===== config.mk =====
export PLATFORM = sky130hd
export DESIGN_NAME = fetch_unit_flat
export DESIGN_NICKNAME = d
export VERILOG_FILES = /design/src/rtl/fetch_pkg.sv /design/src/rtl/fetch_if.sv /design/src/rtl/fetch_id_reg.sv /design/src/rtl/fetch_unit.sv /design/src/flat_wrapper.sv
export SDC_FILE = /design/constraint.sdc
export NUM_CORES = 1
export LEC_CHECK = 0
export BUFFER_PORTS_ARGS = -buffer_cell sky130_fd_sc_hd__buf_2
export CELL_PAD_IN_SITES_DETAIL_PLACEMENT = 1
export CELL_PAD_IN_SITES_GLOBAL_PLACEMENT = 2
export CORE_MARGIN = 4
export CORE_UTILIZATION = 32
export DETAILED_ROUTE_END_ITERATION = 10
export HOLD_SLACK_MARGIN = 0.03
export PLACE_DENSITY = 0.83
export SLEW_MARGIN = 20
export SYNTH_ARGS = -nofsm -noshare
export SYNTH_HDL_FRONTEND = slang
export SYNTH_SLANG_ARGS = --single-unit

===== constraint.sdc =====
create_clock -name clk -period 5.8 [get_ports clk]
set_clock_uncertainty 0.1 [all_clocks]
set_input_delay 0.87 -clock clk [delete_from_list [all_inputs] [get_ports clk]]
set_output_delay 0.87 -clock clk [all_outputs]
set_load 0.02 [all_outputs]

===== src/rtl/fetch_pkg.sv =====
// fetch_pkg: shared fetch-stage widths, reset address and bubble encoding.
package fetch_pkg;
    localparam int DEF_PC_W = 16;
    localparam int DEF_INSTR_W = 24;
    localparam logic [DEF_PC_W-1:0] DEF_RESET_PC = 16'h0000;
    localparam logic [DEF_INSTR_W-1:0] DEF_NOP_INSTR = 24'h000000;
endpackage


===== src/rtl/fetch_if.sv =====
// fetch_if: execute/decode/ROM-side signals of the fetch stage.
interface fetch_if
    import fetch_pkg::*;
#(
    parameter int PC_W = DEF_PC_W,
    parameter int INSTR_W = DEF_INSTR_W
);
    logic               stall;
    logic               branch_taken;
    logic [PC_W-1:0]    branch_target;
    logic [PC_W-1:0]    rom_addr;
    logic [INSTR_W-1:0] rom_data;
    logic [INSTR_W-1:0] instr_d;
    logic [PC_W-1:0]    pc_d;
    logic               valid_d;
    logic [15:0]        fetch_count;

    modport master (
        output stall, branch_taken, branch_target, rom_data,
        input  rom_addr, instr_d, pc_d, valid_d, fetch_count
    );
    modport slave (
        input  stall, branch_taken, branch_target, rom_data,
        output rom_addr, instr_d, pc_d, valid_d, fetch_count
    );
endinterface


===== src/rtl/fetch_id_reg.sv =====
// fetch_id_reg: fetch-to-decode pipeline register with hold and flush.
module fetch_id_reg
    import fetch_pkg::*;
#(
    parameter int PC_W = DEF_PC_W,
    parameter int INSTR_W = DEF_INSTR_W,
    parameter logic [PC_W-1:0] RESET_PC = DEF_RESET_PC,
    parameter logic [INSTR_W-1:0] NOP_INSTR = DEF_NOP_INSTR
) (
    input  logic               clk,
    input  logic               reset,
    input  logic               i_flush,
    input  logic               i_hold,
    input  logic [INSTR_W-1:0] i_instr,
    input  logic [PC_W-1:0]    i_pc,
    input  logic               i_vld,
    output logic [INSTR_W-1:0] o_instr,
    output logic [PC_W-1:0]    o_pc,
    output logic               o_vld
);
    logic [INSTR_W-1:0] r_instr;
    logic [PC_W-1:0]    r_pc;
    logic               r_vld;

    // A flush keeps pc so the bubble still carries the last decoded address.
    always_ff @(posedge clk) begin
        if (reset) begin
            r_instr <= NOP_INSTR;
            r_pc    <= RESET_PC;
            r_vld   <= 1'b0;
        end else if (i_flush) begin
            r_instr <= NOP_INSTR;
            r_vld   <= 1'b0;
        end else if (!i_hold) begin
            r_instr <= i_instr;
            r_pc    <= i_pc;
            r_vld   <= i_vld;
        end
    end

    assign o_instr = r_instr;
    assign o_pc    = r_pc;
    assign o_vld   = r_vld;
endmodule


===== src/rtl/fetch_unit.sv =====
// fetch_unit: instruction fetch from a synchronous ROM with stall hold,
// branch redirect (one bubble) and a delivered-instruction counter.
module fetch_unit
    import fetch_pkg::*;
#(
    parameter int PC_W = DEF_PC_W,
    parameter int INSTR_W = DEF_INSTR_W,
    parameter logic [PC_W-1:0] RESET_PC = DEF_RESET_PC,
    parameter logic [INSTR_W-1:0] NOP_INSTR = DEF_NOP_INSTR
) (
    input logic    clk,
    input logic    reset,
    fetch_if.slave bus
);
    logic [PC_W-1:0] r_pc_f;
    logic [PC_W-1:0] r_pc_q;
    logic            r_fetch_vld;
    logic [15:0]     r_fetch_count;
    logic [PC_W-1:0] w_rom_addr;
    logic            w_advance;

    assign w_advance = !bus.branch_taken && !bus.stall;

    // While stalled the ROM re-reads pc_q so rom_data stays valid for the held slot.
    assign w_rom_addr = reset            ? RESET_PC :
                        bus.branch_taken ? bus.branch_target :
                        bus.stall        ? r_pc_q : r_pc_f;

    always_ff @(posedge clk) begin
        if (reset) begin
            r_pc_f        <= RESET_PC;
            r_pc_q        <= RESET_PC;
            r_fetch_vld   <= 1'b0;
            r_fetch_count <= 16'h0000;
        end else if (bus.branch_taken) begin
            r_pc_q      <= bus.branch_target;
            r_pc_f      <= bus.branch_target + PC_W'(1);
            r_fetch_vld <= 1'b1;
        end else if (!bus.stall) begin
            r_pc_q        <= r_pc_f;
            r_pc_f        <= r_pc_f + PC_W'(1);
            r_fetch_vld   <= 1'b1;
            r_fetch_count <= r_fetch_count + 16'(r_fetch_vld);
        end
    end

    fetch_id_reg #(
        .PC_W(PC_W),
        .INSTR_W(INSTR_W),
        .RESET_PC(RESET_PC),
        .NOP_INSTR(NOP_INSTR)
    ) u_id_reg (
        .clk(clk),
        .reset(reset),
        .i_flush(bus.branch_taken),
        .i_hold(!w_advance),
        .i_instr(bus.rom_data),
        .i_pc(r_pc_q),
        .i_vld(r_fetch_vld),
        .o_instr(bus.instr_d),
        .o_pc(bus.pc_d),
        .o_vld(bus.valid_d)
    );

    assign bus.rom_addr    = w_rom_addr;
    assign bus.fetch_count = r_fetch_count;
endmodule


===== src/flat_wrapper.sv =====
// flat-port wrapper written by rule: the top's interface ports become plain ports
module fetch_unit_flat import fetch_pkg::*;
#(
    parameter int PC_W = DEF_PC_W,
    parameter int INSTR_W = DEF_INSTR_W,
    parameter logic [PC_W-1:0] RESET_PC = DEF_RESET_PC,
    parameter logic [INSTR_W-1:0] NOP_INSTR = DEF_NOP_INSTR
)
  (clk, reset, bus_stall, bus_branch_taken, bus_branch_target, bus_rom_data, bus_rom_addr, bus_instr_d, bus_pc_d, bus_valid_d, bus_fetch_count);
  fetch_if #(.PC_W(PC_W), .INSTR_W(INSTR_W)) bus_i ();
  input logic clk;
  input logic reset;
  input wire logic [$bits(bus_i.stall)-1:0] bus_stall;
  input wire logic [$bits(bus_i.branch_taken)-1:0] bus_branch_taken;
  input wire logic [$bits(bus_i.branch_target)-1:0] bus_branch_target;
  input wire logic [$bits(bus_i.rom_data)-1:0] bus_rom_data;
  output wire logic [$bits(bus_i.rom_addr)-1:0] bus_rom_addr;
  output wire logic [$bits(bus_i.instr_d)-1:0] bus_instr_d;
  output wire logic [$bits(bus_i.pc_d)-1:0] bus_pc_d;
  output wire logic [$bits(bus_i.valid_d)-1:0] bus_valid_d;
  output wire logic [$bits(bus_i.fetch_count)-1:0] bus_fetch_count;
  assign bus_i.stall = bus_stall;
  assign bus_i.branch_taken = bus_branch_taken;
  assign bus_i.branch_target = bus_branch_target;
  assign bus_i.rom_data = bus_rom_data;
  assign bus_rom_addr = bus_i.rom_addr;
  assign bus_instr_d = bus_i.instr_d;
  assign bus_pc_d = bus_i.pc_d;
  assign bus_valid_d = bus_i.valid_d;
  assign bus_fetch_count = bus_i.fetch_count;
  fetch_unit #(.PC_W(PC_W), .INSTR_W(INSTR_W), .RESET_PC(RESET_PC), .NOP_INSTR(NOP_INSTR)) u_core (.clk(clk), .reset(reset), .bus(bus_i));
endmodule

==> metrics.yaml <==
critical_path:
  endpoint_kind: "output port"
  timing.critical_path.arrival_ns: 3.02
  setup.worst_path.class: "in2out"
  critPathRequiredTime_ns: 4.83
  worst_setup_path_start_kind: "input port"
  maximum_fanout_along_the_worst_path: 57
grt:
  antenna_found_initial: 0
  first_global_vias: 3684
  grt.total_usage_pct: 16.0
  grt_first_pass_wirelength_mm: 18.7
  grt_overflow: 0
  grt_start_max_net_pins: 58
power_and_ir_drop:
  cellPowerDensity_nw_per_um2: 273
  leakagePower_nw: 2.25
  irDropWorstVdd_v: 0.000110
floorplanning:
  fp.coreArea_sq_um: 12600
  floorplan.die_area_sq_um: 14700
  row_count: 41
  dieHeight_um: 121
  initial_cell_density_of_the_core_pct: 32.6
  io_pins: 117
  die_outline_width_um: 121
logic_synthesis:
  synthDistinctLibCells: 45
  synthFlopType: "sky130_fd_sc_hd__dfxtp_1"
  postSynth.asyncResetShare_pct: 0
  netlist_area_sq_um: 4100
  syn-instance-count: 483
  synth.yosys.warnings: 0
  number_of_flops_mapped_to_enable_cells_by_yosys: 0
  ffs_latches_synth: 90
  proportion_of_synthesized_chip_area_in_sequential_cells_pct: 43.9
  syn_avg_cell_area_sq_um: 8.49
  synth_fp_nets: 530
timing:
  whs_ns: 0.352
  worst_slack_ns: 1.81
  slew_headroom_pct: 36.6
  time_the_worst_path_needs_with_i_o_delays_and_setup_ns: 3.99
  hold_viol: 0
  rsz_0062_raised_after_global_routing: "no"
  slew_viol_final: 0
  timing_worst_slew_pin_value_ns: 0.952
  setup_total_negative_slack_ns: 0
  fmax_mhz: 250
  period_share_pct: 68.8
  final_setup_violation_count: 0
clock_network:
  postCtsResizedCells: 0
  postCtsHoldBufs: 0
  cts_max_path_buffers: 2
  tritoncts_clock_tree: "yes"
  root_buffer_selected_by_cts: "sky130_fd_sc_hd__clkbuf_16"
  cts.sinks: 90
  h_tree_depth: 3
  postCtsSetupBuffers: 0
  path_clk_slew_ns: 0.06
  tritoncts.num_buffers: 9
  clk_latency_ns: 0.34
route:
  vias_per_cell: 4.95
  avgRoutedWirePerCell_um: 15.3
  postRouteAntennaNets: 0
  dr.first_iter.drc_count: 137
  dr_total_vias: 3777
  drt_pre_antenna_iters: 4
  drt-total-wl_mm: 11.7
  remaining_design_rule_violation_count: 0
placement:
  dpl_wire_length_mm: 8.38
  buffer_ports.inserted: 116
  gp_routability_congestion: 0.761
  preCtsSetupSlack_ns: 1.79
outcome:
  run_status: "completed"
layout:
  post_route_cells_drive_above_1_share_pct: 24.5
  layout.filler_cells: 1540
  area_growth_syn_to_layout_pct: 24.2
  diodes: 0
  layout.nets: 633
min_path:
  min_path_type: "reg2reg"
run:
  cap_violations: 0
-- stage by stage --
| stage | cell area [sq um] | cells | power, W | utilization (%) |
|---|---|---|---|---|
| 2_1_floorplan | 4100 | 483 | 0.000786 | - |
| 3_3_place_gp | 4810 | 746 | 0.000844 | 38.3 |
| 3_5_place_dp | 4810 | 746 | 0.000849 | 38.3 |
| 4_1_cts | 5090 | 762 | 0.00141 | 40.5 |
| 5_1_grt | 5090 | 763 | 0.00146 | 40.5 |
| 6_report | 5090 | 763 | 0.00139 | 40.5 |
-- power breakdown --
group / internal, W / leakage (nW) / switching [W]
clock: 0.000304 / 0.132 / 0.000252
combinational: 0.0000650 / 1.38 / 0.000106
sequential: 0.000643 / 0.736 / 0.0000188
-- worst max-delay path: stages --
cell and delay [ns]:
sky130_fd_sc_hd__buf_2 0.71, sky130_fd_sc_hd__clkinv_1 0.76, sky130_fd_sc_hd__nor2_1 0.33, sky130_fd_sc_hd__a211oi_1 0.10
sky130_fd_sc_hd__buf_2 0.22
-- registers in the layout, summed over array words and instances (netlist names) --
register,flops
u_core.bus.fetch_count,16
u_core.u_id_reg.o_pc,16
u_core.r_fetch_vld,1
u_core.r_pc_q,16
u_core.r_pc_f,16
u_core.u_id_reg.o_instr,24
u_core.u_id_reg.o_vld,1
-- logic make-up (layout without fill, tap and decap cells) --
kind of cell    Yosys count  after routing  share of synthesized area (%)
compound gates           89             89                           12.8
xor+xnor                 24             24                           5.12
fa+ha+maj                 3              3                          0.915
buf+inv                  39            147                           3.81
flops                    90             90                           43.9
mux                      50             50                           12.4
simple gates            188            188                           21.0
-- placed cells by master (no fill, tap or decap), types with 2 or more instances in the layout --
| cell | synthesis | layout |
|---|---|---|
| sky130_fd_sc_hd__a31oi_1 | 4 | 4 |
| sky130_fd_sc_hd__o31ai_1 | 3 | 3 |
| sky130_fd_sc_hd__nor3_1 | 5 | 5 |
| sky130_fd_sc_hd__xnor2_1 | 10 | 10 |
| sky130_fd_sc_hd__a21oi_1 | 47 | 47 |
| sky130_fd_sc_hd__nand4b_1 | 4 | 4 |
| sky130_fd_sc_hd__clkbuf_16 | 0 | 9 |
| sky130_fd_sc_hd__nand2b_1 | 3 | 3 |
| sky130_fd_sc_hd__buf_2 | 2 | 117 |
| sky130_fd_sc_hd__a211oi_1 | 8 | 8 |
| sky130_fd_sc_hd__inv_1 | 9 | 9 |
| sky130_fd_sc_hd__dfxtp_1 | 90 | 90 |
| sky130_fd_sc_hd__nand3_1 | 13 | 13 |
| sky130_fd_sc_hd__nor2_1 | 72 | 72 |
| sky130_fd_sc_hd__a221oi_1 | 5 | 5 |
| sky130_fd_sc_hd__or3_1 | 5 | 5 |
| sky130_fd_sc_hd__o22ai_1 | 2 | 2 |
| sky130_fd_sc_hd__xor2_1 | 14 | 14 |
| sky130_fd_sc_hd__o21ai_0 | 12 | 12 |
| sky130_fd_sc_hd__mux2_2 | 6 | 6 |
| sky130_fd_sc_hd__nand2_1 | 60 | 60 |
| sky130_fd_sc_hd__nand3b_1 | 2 | 2 |
| sky130_fd_sc_hd__ha_1 | 3 | 3 |
| sky130_fd_sc_hd__clkinvlp_4 | 0 | 2 |
| sky130_fd_sc_hd__and2_1 | 3 | 3 |
| sky130_fd_sc_hd__mux2i_1 | 44 | 44 |
| sky130_fd_sc_hd__buf_4 | 0 | 4 |
| sky130_fd_sc_hd__and4_1 | 5 | 5 |
| sky130_fd_sc_hd__nand4_1 | 9 | 9 |
-- cell type report --
| type | instances | area (sq um) | area share (%) |
|---|---|---|---|
| tap | 172 | 215 | 4.22 |
| inverter | 10 | 37.5 | 0.737 |
| timing repair buffer | 121 | 616 | 12.1 |
| clock inverter | 5 | 37.5 | 0.737 |
| multi-input combinational | 354 | 2140 | 42.1 |
| sequential | 90 | 1800 | 35.4 |
| clock buffer | 11 | 243 | 4.76 |
-- synthesized netlist by cell type (2+ instances only) --
cell,count,area (sq um)
sky130_fd_sc_hd__nand4b_1,4,35.0
sky130_fd_sc_hd__clkbuf_1,22,82.6
sky130_fd_sc_hd__nand3_1,13,65.1
sky130_fd_sc_hd__a211oi_1,8,60.1
sky130_fd_sc_hd__o21ai_0,12,60.1
sky130_fd_sc_hd__dfxtp_1,90,1800
sky130_fd_sc_hd__and2_1,3,18.8
sky130_fd_sc_hd__nand2_1,60,225
sky130_fd_sc_hd__a221oi_1,5,43.8
sky130_fd_sc_hd__o31ai_1,3,22.5
sky130_fd_sc_hd__ha_1,3,37.5
sky130_fd_sc_hd__xor2_1,14,123
sky130_fd_sc_hd__buf_1,4,15.0
sky130_fd_sc_hd__or3_1,5,31.3
sky130_fd_sc_hd__a31oi_1,4,25.0
sky130_fd_sc_hd__xnor2_1,10,87.6
sky130_fd_sc_hd__inv_1,9,33.8
sky130_fd_sc_hd__nor2_1,72,270
sky130_fd_sc_hd__nand4_1,9,56.3
sky130_fd_sc_hd__mux2_2,6,67.6
sky130_fd_sc_hd__nand3b_1,2,15.0
sky130_fd_sc_hd__nand2b_1,3,18.8
sky130_fd_sc_hd__and4_1,5,43.8
sky130_fd_sc_hd__buf_2,2,10.0
sky130_fd_sc_hd__a21oi_1,47,235
sky130_fd_sc_hd__mux2i_1,44,440
sky130_fd_sc_hd__nor3_1,5,25.0
sky130_fd_sc_hd__o22ai_1,2,12.5
-- worst paths after layout --
| kind | startpoint | to | slack, ns | cells past startpoint |
|---|---|---|---|---|
| min reg2reg | u_core.r_pc_q[6] | u_core.u_id_reg.o_pc[6] | 0.35 | 2 |
| max | bus_branch_taken | bus_rom_addr[14] | 1.81 | 5 |
| max reg2reg | u_core.r_pc_f[0] | u_core.r_pc_f[8] | 3.43 | 7 |
| min | u_core.r_pc_q[6] | u_core.u_id_reg.o_pc[6] | 0.35 | 2 |
-- metal layers --
| layer | vias up | GRT usage, % | share of wire [%] |
|---|---|---|---|
| met3 | 11 | 3.64 | 4.2 |
| li1 | 1889 | - | - |
| met2 | 77 | 25.7 | 47 |
| met5 | - | 0 | 0 |
| met4 | 0 | 6.09 | 1.2 |
| met1 | 1800 | 20.8 | 48 |
Power figures use the tool's default switching activity.
